[src/rtl/audio_pkg.sv]
// Shared widths, limits and FSM encoding for the expansion-audio mixer.
package audio_pkg;

  localparam int unsigned SMP_W      = 16;
  localparam int unsigned GAIN_W     = 8;
  localparam int unsigned GAIN_SHIFT = 7;
  localparam int unsigned PROD_W     = SMP_W + GAIN_W;
  localparam logic [SMP_W-1:0] VOL_MAX = 16'hFFFF;

  typedef enum logic [1:0] {
    IDLE = 2'd0,
    MAC  = 2'd1,
    SAT  = 2'd2
  } state_e;

endpackage

[src/rtl/audio_mix_if.sv]
// Channel inputs and mixed-sample outputs of the expansion-audio mixer.
interface audio_mix_if #(
  parameter int unsigned NCH = 4
);
  import audio_pkg::*;

  logic                         m2;
  logic [NCH-1:0][SMP_W-1:0]    ch_smp;
  logic [NCH-1:0][GAIN_W-1:0]   ch_gain;
  logic [NCH-1:0]               ch_en;
  logic                         mute;
  logic [SMP_W-1:0]             vol;
  logic                         vol_stb;
  logic                         ovr;

  modport master (
    output m2, ch_smp, ch_gain, ch_en, mute,
    input  vol, vol_stb, ovr
  );

  modport slave (
    input  m2, ch_smp, ch_gain, ch_en, mute,
    output vol, vol_stb, ovr
  );

endinterface

[src/rtl/m2_edge_det.sv]
// Two-flop synchroniser for CPU M2 and a rising-edge tick in the clk domain.
module m2_edge_det (
  input  logic clk,
  input  logic rst,
  input  logic m2_i,
  output logic rise_o_c
);

  logic [1:0] sync_q;
  logic       fill_q;
  logic       armed_q;

  // armed_q only sets once a genuine low has been sampled, so a high m2 at release is not a tick
  always_ff @(posedge clk) begin
    if (!rst) begin
      sync_q  <= 2'b00;
      fill_q  <= 1'b0;
      armed_q <= 1'b0;
    end else begin
      sync_q  <= {sync_q[0], m2_i};
      fill_q  <= 1'b1;
      armed_q <= armed_q | (fill_q & ~sync_q[0]);
    end
  end

  assign rise_o_c = armed_q & sync_q[0] & ~sync_q[1];

endmodule

[src/rtl/audio_mix.sv]
// Mixes NCH gained channel samples once per M2 tick through one shared 16x8 multiplier.
module audio_mix #(
  parameter int unsigned NCH = 4
) (
  input  logic        clk,
  input  logic        rst,
  audio_mix_if.slave  bus
);
  import audio_pkg::*;

  localparam int unsigned IDX_W = $clog2(NCH);
  localparam int unsigned ACC_W = PROD_W + $clog2(NCH);
  localparam int unsigned RES_W = ACC_W - GAIN_SHIFT;

  state_e                       state_q;
  logic [IDX_W-1:0]             idx_q;
  logic [ACC_W-1:0]             acc_q;
  logic [ACC_W-1:0]             acc_d;
  logic [NCH-1:0][SMP_W-1:0]    smp_q;
  logic [NCH-1:0][GAIN_W-1:0]   gain_q;
  logic [NCH-1:0]               en_q;
  logic                         mute_q;
  logic [SMP_W-1:0]             vol_q;
  logic [SMP_W-1:0]             vol_d;
  logic                         vol_stb_q;
  logic                         ovr_q;
  logic                         rise_c;
  logic [PROD_W-1:0]            prod_c;
  logic [RES_W-1:0]             res_c;
  logic                         last_c;

  m2_edge_det u_edge (
    .clk      (clk),
    .rst      (rst),
    .m2_i     (bus.m2),
    .rise_o_c (rise_c)
  );

  // Single multiplier, operands selected by the channel index
  assign prod_c = PROD_W'(smp_q[idx_q]) * PROD_W'(gain_q[idx_q]);
  assign last_c = (idx_q == IDX_W'(NCH - 1));

  always_comb begin
    acc_d = acc_q;
    vol_d = vol_q;
    res_c = acc_q[ACC_W-1:GAIN_SHIFT];
    if (en_q[idx_q]) begin
      acc_d = acc_q + ACC_W'(prod_c);
    end
    if (mute_q) begin
      vol_d = '0;
    end else if (res_c > RES_W'(VOL_MAX)) begin
      vol_d = VOL_MAX;
    end else begin
      vol_d = res_c[SMP_W-1:0];
    end
  end

  // Ticks arriving while busy (MAC, or SAT as it returns to IDLE) are dropped and flagged
  always_ff @(posedge clk) begin
    if (!rst) begin
      state_q   <= IDLE;
      idx_q     <= '0;
      acc_q     <= '0;
      smp_q     <= '0;
      gain_q    <= '0;
      en_q      <= '0;
      mute_q    <= 1'b0;
      vol_q     <= '0;
      vol_stb_q <= 1'b0;
      ovr_q     <= 1'b0;
    end else begin
      vol_stb_q <= 1'b0;
      case (state_q)
        IDLE: begin
          if (rise_c) begin
            smp_q   <= bus.ch_smp;
            gain_q  <= bus.ch_gain;
            en_q    <= bus.ch_en;
            mute_q  <= bus.mute;
            acc_q   <= '0;
            idx_q   <= '0;
            state_q <= MAC;
          end
        end
        MAC: begin
          acc_q <= acc_d;
          if (rise_c) ovr_q <= 1'b1;
          if (last_c) begin
            idx_q   <= '0;
            state_q <= SAT;
          end else begin
            idx_q <= idx_q + IDX_W'(1);
          end
        end
        SAT: begin
          vol_q     <= vol_d;
          vol_stb_q <= 1'b1;
          state_q   <= IDLE;
          if (rise_c) ovr_q <= 1'b1;
        end
        default: state_q <= IDLE;
      endcase
    end
  end

  assign bus.vol     = vol_q;
  assign bus.vol_stb = vol_stb_q;
  assign bus.ovr     = ovr_q;

endmodule

[src/flat_wrapper.sv]
// flat-port wrapper written by rule: the top's interface ports become plain ports
module audio_mix_flat import audio_pkg::*;
#(
  parameter int unsigned NCH = 4
)
  (clk, rst, bus_m2, bus_ch_smp, bus_ch_gain, bus_ch_en, bus_mute, bus_vol, bus_vol_stb, bus_ovr);
  audio_mix_if #(.NCH(NCH)) bus_i ();
  input  logic clk;
  input  logic rst;
  input wire logic [$bits(bus_i.m2)-1:0] bus_m2;
  input wire logic [$bits(bus_i.ch_smp)-1:0] bus_ch_smp;
  input wire logic [$bits(bus_i.ch_gain)-1:0] bus_ch_gain;
  input wire logic [$bits(bus_i.ch_en)-1:0] bus_ch_en;
  input wire logic [$bits(bus_i.mute)-1:0] bus_mute;
  output wire logic [$bits(bus_i.vol)-1:0] bus_vol;
  output wire logic [$bits(bus_i.vol_stb)-1:0] bus_vol_stb;
  output wire logic [$bits(bus_i.ovr)-1:0] bus_ovr;
  assign bus_i.m2 = bus_m2;
  assign bus_i.ch_smp = bus_ch_smp;
  assign bus_i.ch_gain = bus_ch_gain;
  assign bus_i.ch_en = bus_ch_en;
  assign bus_i.mute = bus_mute;
  assign bus_vol = bus_i.vol;
  assign bus_vol_stb = bus_i.vol_stb;
  assign bus_ovr = bus_i.ovr;
  audio_mix #(.NCH(NCH)) u_core (.clk(clk), .rst(rst), .bus(bus_i));
endmodule
[config.mk]
export PLATFORM = sky130hd
export DESIGN_NAME = audio_mix_flat
export DESIGN_NICKNAME = d
export VERILOG_FILES = /design/src/rtl/audio_pkg.sv /design/src/rtl/audio_mix_if.sv /design/src/rtl/m2_edge_det.sv /design/src/rtl/audio_mix.sv /design/src/flat_wrapper.sv
export SDC_FILE = /design/constraint.sdc
export NUM_CORES = 1
export LEC_CHECK = 0
export ABC_AREA = 0
export CAP_MARGIN = 0
export CORE_MARGIN = 2
export CORE_UTILIZATION = 45
export DETAILED_ROUTE_END_ITERATION = 16
export PLACE_DENSITY = 0.66
export RECOVER_POWER = 50
export SYNTH_ARGS = -nofsm -noshare
export SYNTH_HDL_FRONTEND = slang
export SYNTH_HIERARCHICAL = 1
export SYNTH_SLANG_ARGS = --single-unit
[constraint.sdc]
create_clock -name clk -period 10.6 [get_ports clk]
set_input_delay 2.65 -clock clk [delete_from_list [all_inputs] [get_ports clk]]
set_output_delay 2.65 -clock clk [all_outputs]
set_load 0.01 [all_outputs]
==> metrics.yaml, run 1 <==
outcome:
  status: "finished with violations"
  violations: "max-capacitance violations, max-slew violations"
global_route:
  grt_pass1_wl_mm: 44.9
  grt_max_degree: 126
  grt_pass1_vias: 8726
  grt-ovfl-total: 0
  antenna_found_initial: 0
  grt.total_usage_pct: 21.7
die:
  coreArea_um2: 24300
  dieHeight_um: 161
  initial_core_util_pct: 45.8
  rows: 57
  die_w_um: 161
  boundaryPins: 122
  dieArea_um2: 26000
synthesis:
  muxShareOfSynthArea_pct: 6.49
  synth.distinct_cells: 49
  synth-seq-cells: 153
  yosys_warnings: 6
  synth_nets: 1528
  synthTopCellsByArea: "dfxtp_1, fa_1, nand2_1"
  synth_top_family_by_area: "adder cells"
  synthFlopType: "dfxtp_1"
  synth_seq_area_share_pct: 27.5
  synth_top_area_cell: "dfxtp_1"
  synthAdderAreaFrac_pct: 24.9
  synth-edff-count: 0
  synth.avg_cell_area_um2: 8.80
  yosys.area_share.simple_pct: 19.0
  synth_xor_area_share_pct: 1.49
  synth-compound-area-share_pct: 12.8
  synth_top_area_share_pct: 27.5
  netlist_area_um2: 11100
  ys_async_sr_fraction_pct: 0
  postSynthCellCount: 1266
sta:
  holdWs_ps: 464
  relSlewSlack_pct: -194
  tns_ps: 0
  worst_slew_pin_slew_ps: 4420
  hold_viol: 0
  max_freq_ghz: 0.147
  finClkSkew_ps: 13.7
  period_minus_slack_ps: 6810
  fin_crit_sh_pct: 64.2
  rsz0062_at_grt: "no"
  setup_viol: 0
  drv_slew: 155
placement:
  dp_hpwl_mm: 20.4
  place_congestion: 0.889
  port_buffers: 121
worst_hold_path:
  min_path_cells: 2
  hp-start: "u_core/gain_q[4]"
  holdPathEnd: "u_core/gain_q[4]"
  hp-class: "reg2reg"
drt:
  drc: 0
  vias_per_cell: 5.02
  drt-wirelength-per-cell_um: 16.1
  drtIter0Drc: 384
  ant_nets: 0
  drt_wl_total_mm: 27.0
  dr.pass1.iters: 4
  dr_total_vias: 8431
cells_and_area:
  nNetsFinal: 1605
  antennaDiodeCount: 0
  drive_gt1_share_pct: 4.87
  area_delta_synth_final_pct: 17.8
worst_setup_path:
  path_class: "reg2reg"
  arrival_ps: 7100
  regToRegSetupSlack_ps: 3790
  reg2reg_from: "u_core/idx_q[0]"
  critPathBufInv: 2
  start_kind: "register"
  worstReg2RegEnd: "u_core/acc_q[24]"
  r2r_cells: 16
  max_stage_delay_ps: 1500
  worstSetupStartpoint: "u_core/idx_q[0]"
  critPathSlowestCell: "dfxtp_1"
  path_max_fanout: 28
  worst_path_most_repeated_cell: "fa_1"
  endpoint_kind: "register"
  crit_family: "adder cells"
  required_ps: 10890
  crit_chain: "mux4_2 -> and2_1 -> fa_1 -> fa_1 -> fa_1 -> inv_1 -> fa_1 -> inv_1 -> ha_1 -> a21oi_1 -> o21ai_0 -> and3_1 -> nor4_1 -> o31ai_1 -> xnor2_1 -> o21ai_0"
clock_tree:
  post_cts_resized: 0
  cts_setup_buffers: 0
  clockRootBuffer: "clkbuf_16"
  htreeDepth: 4
  clk_path_buf_depth: 2
  clock_latency_ps: 430
  cts-hold-fix-buffers: 0
  cts_buffers: 17
  cts_tree: "done"
  numClockSinks: 153
  clk_pin_slew_ps: 70
run:
  drv_cap: 2
power_and_ir_drop:
  internal_power_w: 0.000998
  combPwrFrac_pct: 7.2
  ir_worst_vdd_v: 0.0000859
  clkPwrFrac_pct: 48.1
  p_switching_w: 0.000326
  seq_power_share_pct: 44.6
  switching_share_pct: 24.6
  p_leak_nw: 5.53
  p_per_area_nw_per_um2: 101
power groups by stage:
stage | sequential, W | combinational (W) | clock [W]
after global routing | 0.000592 | 0.000104 | 0.000675
after floorplan | 0.000601 | 0.0000425 | 0
after detailed placement | 0.000604 | 0.0000929 | 0
after global placement | 0.000604 | 0.0000925 | 0
final | 0.000591 | 0.0000956 | 0.000637
after CTS | 0.000591 | 0.0000934 | 0.000651
synth_stat cells, drive strengths merged (2+ instances only):
library cell  count
nand2           274
inv             167
dfxtp           153
fa              106
a21boi          101
and2             92
clkbuf           56
ha               52
nor2             45
nor2b            32
mux4             25
a21oi            23
o21ai            20
mux2i            16
a21o             11
a22oi            10
xnor2            10
buf               9
xor2              9
nand3             8
and3              6
nand4             5
o211ai            5
a22o              3
a31oi             3
o21a              3
o21bai            3
a221oi            2
a32oi             2
a41oi             2
o31ai             2
cell type report:
type / instances / area, um2
Multi-Input combinational cell: 881 / 7200
Fill cell: 2213 / 11200
Timing Repair Buffer: 123 / 1220
Clock buffer: 18 / 429
Clock inverter: 14 / 179
Sequential cell: 153 / 3060
Tap cell: 324 / 405
Inverter: 167 / 627
tightest hold or removal path: stages, from the launching register on:
cell,delay [ps]
dfxtp_1,310
nand2_1,40
a21boi_0,60
metrics by stage:
| step | setup slack (ps) | utilization (%) | instances | power [W] | cell area [um2] |
|---|---|---|---|---|---|
| floorplan | 4900 | - | 1266 | 0.000644 | 11100 |
| global placement | 4380 | 51.5 | 1648 | 0.000697 | 12500 |
| detailed placement | 4320 | 51.5 | 1648 | 0.000697 | 12500 |
| CTS | 4320 | 54.0 | 1680 | 0.00134 | 13100 |
| global route | 3300 | 54.0 | 1680 | 0.00137 | 13100 |
| finish | 3790 | 54.0 | 1680 | 0.00132 | 13100 |
cell families (layout without fill, tap and decap cells):
kind of cell / Yosys count / after routing
AO/OA/AOI/OAI: 197 / 197
XOR/XNOR: 19 / 19
adder cells (fa/ha/maj): 158 / 158
buffers and inverters: 232 / 322
flip-flops: 153 / 153
multiplexers: 41 / 41
AND/OR/NAND/NOR: 466 / 466
how the worst max path moves through the flow:
| stage | end | slack [ps] | depth (start not counted) |
|---|---|---|---|
| after detailed placement | u_core/acc_q[24] | 4320 | 16 |
| after floorplan | u_core/acc_q[19] | 4900 | 18 |
| after global placement | u_core/acc_q[23] | 4380 | 16 |
| final | u_core/acc_q[24] | 3790 | 16 |
| after CTS | u_core/acc_q[23] | 4320 | 16 |
| after global routing | u_core/acc_q[20] | 3300 | 15 |
layer usage:
metal / GRT usage, % / up-vias / wire [um]
met3: 3.29 / 20 / 1220
met5: 0 / - / 0
li1: - / 4172 / -
met2: 34.8 / 195 / 12300
met4: 5.64 / 0 / 318
met1: 30.9 / 4044 / 13100
state kept, by name (all words and copies together), names as in the netlist:
name                   flops
u_core/u_edge/fill_q       1
u_core/gain_q             32
u_core/acc_q              26
u_core/u_edge/armed_q      1
u_core/bus.vol_stb         1
u_core/bus.vol            16
u_core/idx_q               2
u_core/u_edge/sync_q       2
u_core/bus.ovr             1
u_core/en_q                4
u_core/state_q             2
u_core/smp_q              64
u_core/mute_q              1
layout by cell type, fill, tap and decap left out, types with 3 or more instances in the layout:
cell type	Yosys	final
nand2_1	274	273
inv_1	167	167
dfxtp_1	153	153
clkdlybuf4s50_1	0	118
fa_1	106	106
a21boi_0	101	101
and2_1	91	89
ha_1	52	52
nor2_1	45	45
nor2b_1	32	32
mux4_2	25	25
a21oi_1	23	23
o21ai_0	19	19
clkbuf_16	0	17
mux2i_1	16	16
a21o_1	10	10
xnor2_1	10	10
a22oi_1	10	10
xor2_1	9	9
nand3_1	8	8
inv_6	0	6
and3_1	5	5
nand4_1	5	5
inv_8	0	3
clkbuf_1	55	3
o211ai_1	3	3
a31oi_1	3	3
o21bai_1	3	3
a22o_1	3	3
o21a_1	3	3
No activity file was read; power rests on OpenSTA's default activity.
==> run 2: changes to the inputs <==
--- a/config.mk
+++ b/config.mk
@@ -10,7 +10,7 @@
 export CORE_MARGIN = 2
 export CORE_UTILIZATION = 45
 export DETAILED_ROUTE_END_ITERATION = 16
-export PLACE_DENSITY = 0.66
+export PLACE_DENSITY = 0.69
 export RECOVER_POWER = 50
 export SYNTH_ARGS = -nofsm -noshare
 export SYNTH_HDL_FRONTEND = slang
==> constraint.sdc (replaced) <==
create_clock -name clk -period 5.65 [get_ports clk]
set_input_delay 1.4125 -clock clk [delete_from_list [all_inputs] [get_ports clk]]
set_output_delay 1.4125 -clock clk [all_outputs]
set_load 0.01 [all_outputs]
==> run 2 against run 1 <==
Largest power group unchanged. Core utilization is 2.7 points higher. Sequential share of layout area fell by 1.1 points. Cell area increased by 5.0%. Sequential power rose by 88%. The run still ends with max-capacitance violations, max-slew violations left. Total power up 86%. Highest routed layer unchanged. Critical path depth grew 3. Maximum frequency is 24% higher.
==> metrics.yaml, run 2 (synthesized netlist as in run 1, its figures left out) <==
die:
  rows: 57  # unchanged
  dieHeight_um: 161  # unchanged
  die_w_um: 161  # unchanged
  boundaryPins: 122  # unchanged
  dieArea_um2: 26000  # unchanged
  initial_core_util_pct: 45.8  # unchanged
  coreArea_um2: 24300  # unchanged
worst_setup_path:
  start_kind: "register"  # unchanged
  required_ps: 6020  # was 10890 ps
  endpoint_kind: "register"  # unchanged
  path_max_fanout: 8  # was 28
  r2r_cells: 19  # was 16
  worstSetupStartpoint: "u_core/idx_q[0]"  # unchanged
  arrival_ps: 5880  # was 7100 ps
  crit_chain: "clkbuf_16 -> buf_4 -> mux4_2 -> and2_4 -> fa_1 -> fa_1 -> fa_1 -> inv_1 -> fa_1 -> inv_1 -> ha_1 -> buf_4 -> a221oi_2 -> buf_4 -> a2bb2oi_4 -> nand4_1 -> a21o_1 -> and2_1 -> o211ai_2"  # was mux4_2 -> and2_1 -> fa_1 -> fa_1 -> fa_1 -> inv_1 -> fa_1 -> inv_1 -> ha_1 -> a21oi_1 -> o21ai_0 -> and3_1 -> nor4_1 -> o31ai_1 -> xnor2_1 -> o21ai_0
  critPathSlowestCell: "mux4_2"  # was dfxtp_1
  reg2reg_from: "u_core/idx_q[0]"  # unchanged
  worst_path_most_repeated_cell: "fa_1"  # unchanged
  max_stage_delay_ps: 610  # was 1500 ps
  path_class: "reg2reg"  # unchanged
  regToRegSetupSlack_ps: 140  # was 3790 ps
power_and_ir_drop:
  internal_power_w: 0.00183  # was 0.000998 W
  p_leak_nw: 5.82  # was 5.53 nW
  p_per_area_nw_per_um2: 178  # was 101 nW/um2
  seq_power_share_pct: 45.2  # was 44.6%
  ir_worst_vdd_v: 0.000188  # was 0.0000859 V
  power_w: 0.00246  # was 0.00132 W
  switching_share_pct: 25.3  # was 24.6%
  clkPwrFrac_pct: 46.9  # was 48.1%
  combPwrFrac_pct: 7.8  # was 7.2%
  p_switching_w: 0.000622  # was 0.000326 W
sta:
  period_minus_slack_ps: 5510  # was 6810 ps
  worst_slew_pin_slew_ps: 3910  # was 4420 ps
  max_freq_ghz: 0.182  # was 0.147 GHz
  rsz0062_at_grt: "yes"  # was no
  holdWs_ps: 464  # about the same
  fin_crit_sh_pct: 97.5  # was 64.2%
  hold_viol: 0  # unchanged
  drv_slew: 216  # was 155
  relSlewSlack_pct: -161  # was -194%
  finClkSkew_ps: 19.6  # was 13.7 ps
  setup_viol: 0  # unchanged
cells_and_area:
  largest_reg_flops: 64  # unchanged
  area_delta_synth_final_pct: 23.7  # was 17.8%
  drive_gt1_share_pct: 9.41  # was 4.87%
  fillers: 2145  # was 2213
  antennaDiodeCount: 0  # unchanged
  largest-register: "u_core/smp_q"  # unchanged
  fin_util_pct: 56.6  # was 54.0%
  largestRegisters: "u_core/smp_q (64), u_core/gain_q (32), u_core/acc_q (26)"  # unchanged
  layout_common_cells: "nand2_1, inv_1, dfxtp_1, clkdlybuf4s50_1, fa_1"  # unchanged
  nNetsFinal: 1653  # was 1605
  final_common_cell: "nand2_1"  # unchanged
  fin_cells: 1727  # was 1680
clock_tree:
  clock_latency_ps: 430  # about the same
  clockRootBuffer: "clkbuf_16"  # unchanged
  cts-hold-fix-buffers: 0  # unchanged
  numClockSinks: 153  # unchanged
  htreeDepth: 4  # unchanged
  cts_buffers: 17  # unchanged
  clk_path_buf_depth: 2  # unchanged
  clk_pin_slew_ps: 70  # about the same
  cts_tree: "done"  # unchanged
placement:
  place_congestion: 0.868  # was 0.889
  dp_hpwl_mm: 20.8  # was 20.4 mm
  dp_cells: 1659  # was 1648
  port_buffers: 121  # unchanged
outcome:
  status: "finished with violations"  # unchanged
  violations: "max-capacitance violations, max-slew violations"  # unchanged
drt:
  drt-wirelength-per-cell_um: 17.4  # was 16.1 um
  drc: 0  # unchanged
  vias_per_cell: 5.18  # was 5.02
  ant_nets: 0  # unchanged
  dr_total_vias: 8947  # was 8431
  drtIter0Drc: 504  # was 384
  drt_wl_total_mm: 30.1  # was 27.0 mm
  dr.pass1.iters: 5  # was 4
global_route:
  grt-ovfl-total: 0  # unchanged
  antenna_found_initial: 0  # unchanged
  grt_pass1_vias: 8914  # was 8726
  grt.total_usage_pct: 21.8  # was 21.7%
  grt_max_degree: 114  # was 126
  grt_pass1_wl_mm: 45.3  # was 44.9 mm
run:
  drv_cap: 2  # unchanged
worst_hold_path:
  min_path_cells: 2  # unchanged
  hp-class: "reg2reg"  # unchanged
  hp-start: "u_core/gain_q[25]"  # was u_core/gain_q[4]
## run 2: changes by cell type in the layout (fill, tap and decap cells not counted), sizes merged
cell and delta:
clkdlybuf4s50 +2, clkbuf +2, buf +39, bufinv -1, mux4 +6, clkinv +1, dlygate4sd3 -2
## run 2: worst paths after layout
| kind | to |
|---|---|
| worst max-delay path | u_core/acc_q[25] |
| worst min-delay path | u_core/gain_q[25] |
| worst min register to register | u_core/gain_q[25] |
| worst max register to register | u_core/acc_q[25] |
## run 2: power groups by stage
| stage | clock network [W] | registers, W | logic, W |
|---|---|---|---|
| 2_1_floorplan | 0 | 0.00113 | 0.0000797 |
| 3_3_place_gp | 0 | 0.00113 | 0.000176 |
| 3_5_place_dp | 0 | 0.00113 | 0.000176 |
| 4_1_cts | 0.00118 | 0.00111 | 0.000177 |
| 5_1_grt | 0.00122 | 0.00111 | 0.000208 |
| 6_report | 0.00115 | 0.00111 | 0.000193 |
## run 2: stage by stage
stage / worst slack [ps] / instance area [um2] / TNS [ps]
after detailed placement: 107 / 12600 / 0
after CTS: 81.1 / 13200 / 0
after floorplan: 42.8 / 11100 / 0
after global placement: 132 / 12600 / 0
after global routing: -106 / 13800 / -304
final: 141 / 13800 / 0
## run 2: final cells by class
type | instances | area (um2) | share of cell area, %
multi-input cells | 887 | 7450 | 54.1
flip-flops and latches | 153 | 3070 | 22.3
repair buffers | 165 | 1640 | 11.9
inverters | 167 | 627 | 4.55
clock buffers | 17 | 425 | 3.09
well taps | 324 | 405 | 2.94
clock inverters | 14 | 156 | 1.14
## run 2: metal layers
| metal | vias to the layer above | track usage (%) | part of all wire, % |
|---|---|---|---|
| li1 | 4285 | - | - |
| met4 | 0 | 4.79 | 2.0 |
| met1 | 4251 | 30.6 | 44 |
| met5 | - | 0 | 0 |
| met3 | 46 | 3.93 | 8.3 |
| met2 | 365 | 35.5 | 46 |
## run 2: critical path: cells and delay by family, from the launching register on
kind                       cells  cell delay [ps]
AOI/OAI and AO/OA              4              770
adders and majority gates      5             2370
buffers and inverters          6              730
muxes                          1              610
DFF                            1              440
and+or+nand+nor                3              490
## run 2: repair_timing
item,4_1_cts,5_1_grt
buffers inserted,0,29
resized for setup,0,30
endpoints found under the setup margin,0,12
==> run 3: changes to the inputs <==
--- a/config.mk
+++ b/config.mk
@@ -7,11 +7,14 @@
 export LEC_CHECK = 0
 export ABC_AREA = 0
 export CAP_MARGIN = 0
+export CELL_PAD_IN_SITES_DETAIL_PLACEMENT = 1
+export CELL_PAD_IN_SITES_GLOBAL_PLACEMENT = 2
 export CORE_MARGIN = 2
-export CORE_UTILIZATION = 45
+export CORE_UTILIZATION = 36
 export DETAILED_ROUTE_END_ITERATION = 16
-export PLACE_DENSITY = 0.69
+export PLACE_DENSITY_LB_ADDON = 0.1
 export RECOVER_POWER = 50
+export SKIP_LAST_GASP = 1
 export SYNTH_ARGS = -nofsm -noshare
 export SYNTH_HDL_FRONTEND = slang
 export SYNTH_HIERARCHICAL = 1
==> constraint.sdc (replaced) <==
create_clock -name clk -period 5.4 [get_ports clk]
set_input_delay 1.35 -clock clk [delete_from_list [all_inputs] [get_ports clk]]
set_output_delay 1.35 -clock clk [all_outputs]
set_load 0.01 [all_outputs]
==> run 3 against run 2 <==
The run still ends with max-capacitance violations, max-slew violations left. Die area up 24%. Largest cell class unchanged. Worst setup slack lost 120 ps. Combinational power is 12% higher. Global-route usage is 0.076 points higher. Clock skew shrank 4.3 ps. Largest power group unchanged. Via count is 3.0% higher. Clock-buffer cell count is the same. Total power increased by 10%. Sequential share of layout area down 1.3 points. Worst hold slack lost 1.6 ps. Sequential power increased by 5%.
==> metrics.yaml, run 3 (synthesized netlist as in run 1, its figures left out) <==
power_and_ir_drop:
  seq_power_share_pct: 43.1  # was 45.2%
  p_switching_w: 0.000685  # was 0.000622 W
  internal_power_w: 0.00202  # was 0.00183 W
  clkPwrFrac_pct: 48.9  # was 46.9%
  ir_worst_vdd_v: 0.000236  # was 0.000188 V
  switching_share_pct: 25.3  # about the same
  p_per_area_nw_per_um2: 185  # was 178 nW/um2
  p_leak_nw: 6.09  # was 5.82 nW
  combPwrFrac_pct: 8.0  # was 7.8%
drt:
  dr_total_vias: 9213  # was 8947
  drc: 0  # unchanged
  drt-wirelength-per-cell_um: 19.3  # was 17.4 um
  vias_per_cell: 4.99  # was 5.18
  drt_wl_total_mm: 35.7  # was 30.1 mm
  ant_nets: 0  # unchanged
  dr.pass1.iters: 4  # was 5
  drtIter0Drc: 491  # was 504
clock_tree:
  cts_tree: "done"  # unchanged
  clockRootBuffer: "clkbuf_16"  # unchanged
  htreeDepth: 4  # unchanged
  clk_path_buf_depth: 2  # unchanged
  numClockSinks: 153  # unchanged
  clk_pin_slew_ps: 80  # was 70 ps
  cts_buffers: 17  # unchanged
  clock_latency_ps: 460  # was 430 ps
cells_and_area:
  largest-register: "u_core/smp_q"  # unchanged
  final_common_cell: "nand2_1"  # unchanged
  fillers: 3479  # was 2145
  drive_gt1_share_pct: 15.5  # was 9.41%
  nNetsFinal: 1701  # was 1653
  antennaDiodeCount: 0  # unchanged
  largestRegisters: "u_core/smp_q (64), u_core/gain_q (32), u_core/acc_q (26)"  # unchanged
  layout_common_cells: "nand2_1, inv_1, dfxtp_1, clkdlybuf4s50_1"  # was nand2_1, inv_1, dfxtp_1, clkdlybuf4s50_1, fa_1
  fin_util_pct: 48.0  # was 56.6%
  largest_reg_flops: 64  # unchanged
  area_delta_synth_final_pct: 31.4  # was 23.7%
die:
  rows: 64  # was 57
  initial_core_util_pct: 36.5  # was 45.8%
  die_w_um: 180  # was 161 um
  dieArea_um2: 32400  # was 26000 um2
  coreArea_um2: 30500  # was 24300 um2
  boundaryPins: 122  # unchanged
  dieHeight_um: 180  # was 161 um
worst_hold_path:
  holdPathEnd: "u_core/smp_q[35]"  # was u_core/gain_q[25]
  hp-start: "u_core/smp_q[35]"  # was u_core/gain_q[25]
  min_path_cells: 2  # unchanged
  hp-class: "reg2reg"  # unchanged
worst_setup_path:
  arrival_ps: 5730  # was 5880 ps
  path_max_fanout: 6  # was 8
  worstReg2RegEnd: "u_core/acc_q[25]"  # unchanged
  r2r_cells: 19  # unchanged
  endpoint_kind: "register"  # unchanged
  required_ps: 5750  # was 6020 ps
  start_kind: "register"  # unchanged
  regToRegSetupSlack_ps: 20  # was 140 ps
  reg2reg_from: "u_core/idx_q[0]"  # unchanged
  path_class: "reg2reg"  # unchanged
placement:
  place_congestion: 0.858  # was 0.868
  dp_hpwl_mm: 24.1  # was 20.8 mm
  port_buffers: 121  # unchanged
  dp_slack_ps: -152  # was 107 ps
sta:
  max_freq_ghz: 0.186  # was 0.182 GHz
  worst_slew_pin_slew_ps: 3790  # was 3910 ps
  setup_ws_ps: 19.9  # was 141 ps
  holdWs_ps: 463  # was 464 ps
  drv_slew: 203  # was 216
  relSlewSlack_pct: -153  # was -161%
  period_minus_slack_ps: 5380  # was 5510 ps
  hold_viol: 0  # unchanged
  fin_crit_sh_pct: 99.6  # was 97.5%
  finClkSkew_ps: 15.3  # was 19.6 ps
  setup_viol: 0  # unchanged
  rsz0062_at_grt: "yes"  # unchanged
global_route:
  grt_pass1_wl_mm: 55.1  # was 45.3 mm
  grt_pass1_vias: 9785  # was 8914
  grt.total_usage_pct: 21.9  # was 21.8%
  grt-ovfl-total: 0  # unchanged
  antenna_found_initial: 0  # unchanged
  grt_max_degree: 102  # was 114
outcome:
  violations: "max-capacitance violations, max-slew violations"  # unchanged
  status: "finished with violations"  # unchanged
run:
  drv_cap: 2  # unchanged
[run 3: cell count changes in the layout (fill, tap and decap cells not counted), moves of 5 or more]
cell,change
o21ai_0,-6
and2_1,-17
o21ai_1,+5
fa_1,-5
buf_6,+8
fa_2,+5
ha_4,+11
and2_4,+17
ha_1,-7
buf_4,+40
[run 3: stage by stage]
step                total power (W)  instances  cell area (um2)  setup TNS (ps)
floorplan                   0.00126       1266            11200               0
global placement            0.00138       1774            13100            -291
detailed placement          0.00138       1774            13100            -798
CTS                         0.00273       1825            14000            -208
global route                0.00281       1848            14600            -812
finish                      0.00270       1848            14600               0
[run 3: per-layer routing]
layer	wire length (um)	up-vias	part of all wire [%]	global-route usage, %
li1	-	4394	-	-
met1	16800	4601	47	29.7
met2	16600	179	46	34.7
met3	1330	39	3.7	4.21
met4	951	0	2.7	8.36
met5	0	-	0	0
[run 3: worst max-delay path, stage by stage (launching register included)]
cell       delay [ps]
dfxtp_4           400
buf_12            140
buf_4             110
mux4_2            620
buf_4             200
and2_1            160
fa_1              590
fa_1              450
fa_1              490
inv_1              50
fa_1              520
inv_1              60
ha_4              290
nand2_1            70
o211ai_1          210
o2111ai_2         220
a41oi_2           300
a21o_1            170
and2_4            150
o211ai_2           70
[run 3: power by group through the flow]
stage / sequential, W / clock, W / combinational, W
final: 0.00117 / 0.00132 / 0.000216
after global routing: 0.00117 / 0.00141 / 0.000236
after floorplan: 0.00118 / 0 / 0.0000836
after detailed placement: 0.00119 / 0 / 0.000197
after global placement: 0.00119 / 0 / 0.000195
after CTS: 0.00116 / 0.00136 / 0.000204
[run 3: cell type report]
cell class	instances	area, um2	area share (%)
clock buffers	17	425	2.91
clock inverters	15	208	1.42
inverters	167	627	4.28
multi-input cells	888	7780	53.2
flip-flops and latches	153	3070	21.0
well taps	396	495	3.39
repair buffers	212	2020	13.8
[run 3: how the worst max path moves through the flow]
stage,from,endpoint,slack (ps),cells after the start
2_1_floorplan,u_core/idx_q[1],u_core/acc_q[19],20,19
3_3_place_gp,u_core/idx_q[0],u_core/acc_q[18],-80,17
3_5_place_dp,u_core/idx_q[0],u_core/acc_q[18],-150,17
4_1_cts,u_core/idx_q[0],u_core/acc_q[23],-60,19
5_1_grt,u_core/idx_q[0],u_core/acc_q[25],-200,19
6_report,u_core/idx_q[0],u_core/acc_q[25],20,19
[run 3: what timing repair did]
| action | in CTS | in global routing |
|---|---|---|
| gates resized for setup | 11 | 89 |
| hold buffers | 0 | 0 |
| gates cloned | 6 | 2 |
| setup buffers | 13 | 22 |
| pin swaps | 7 | 69 |
| setup endpoints to repair | 10 | 15 |
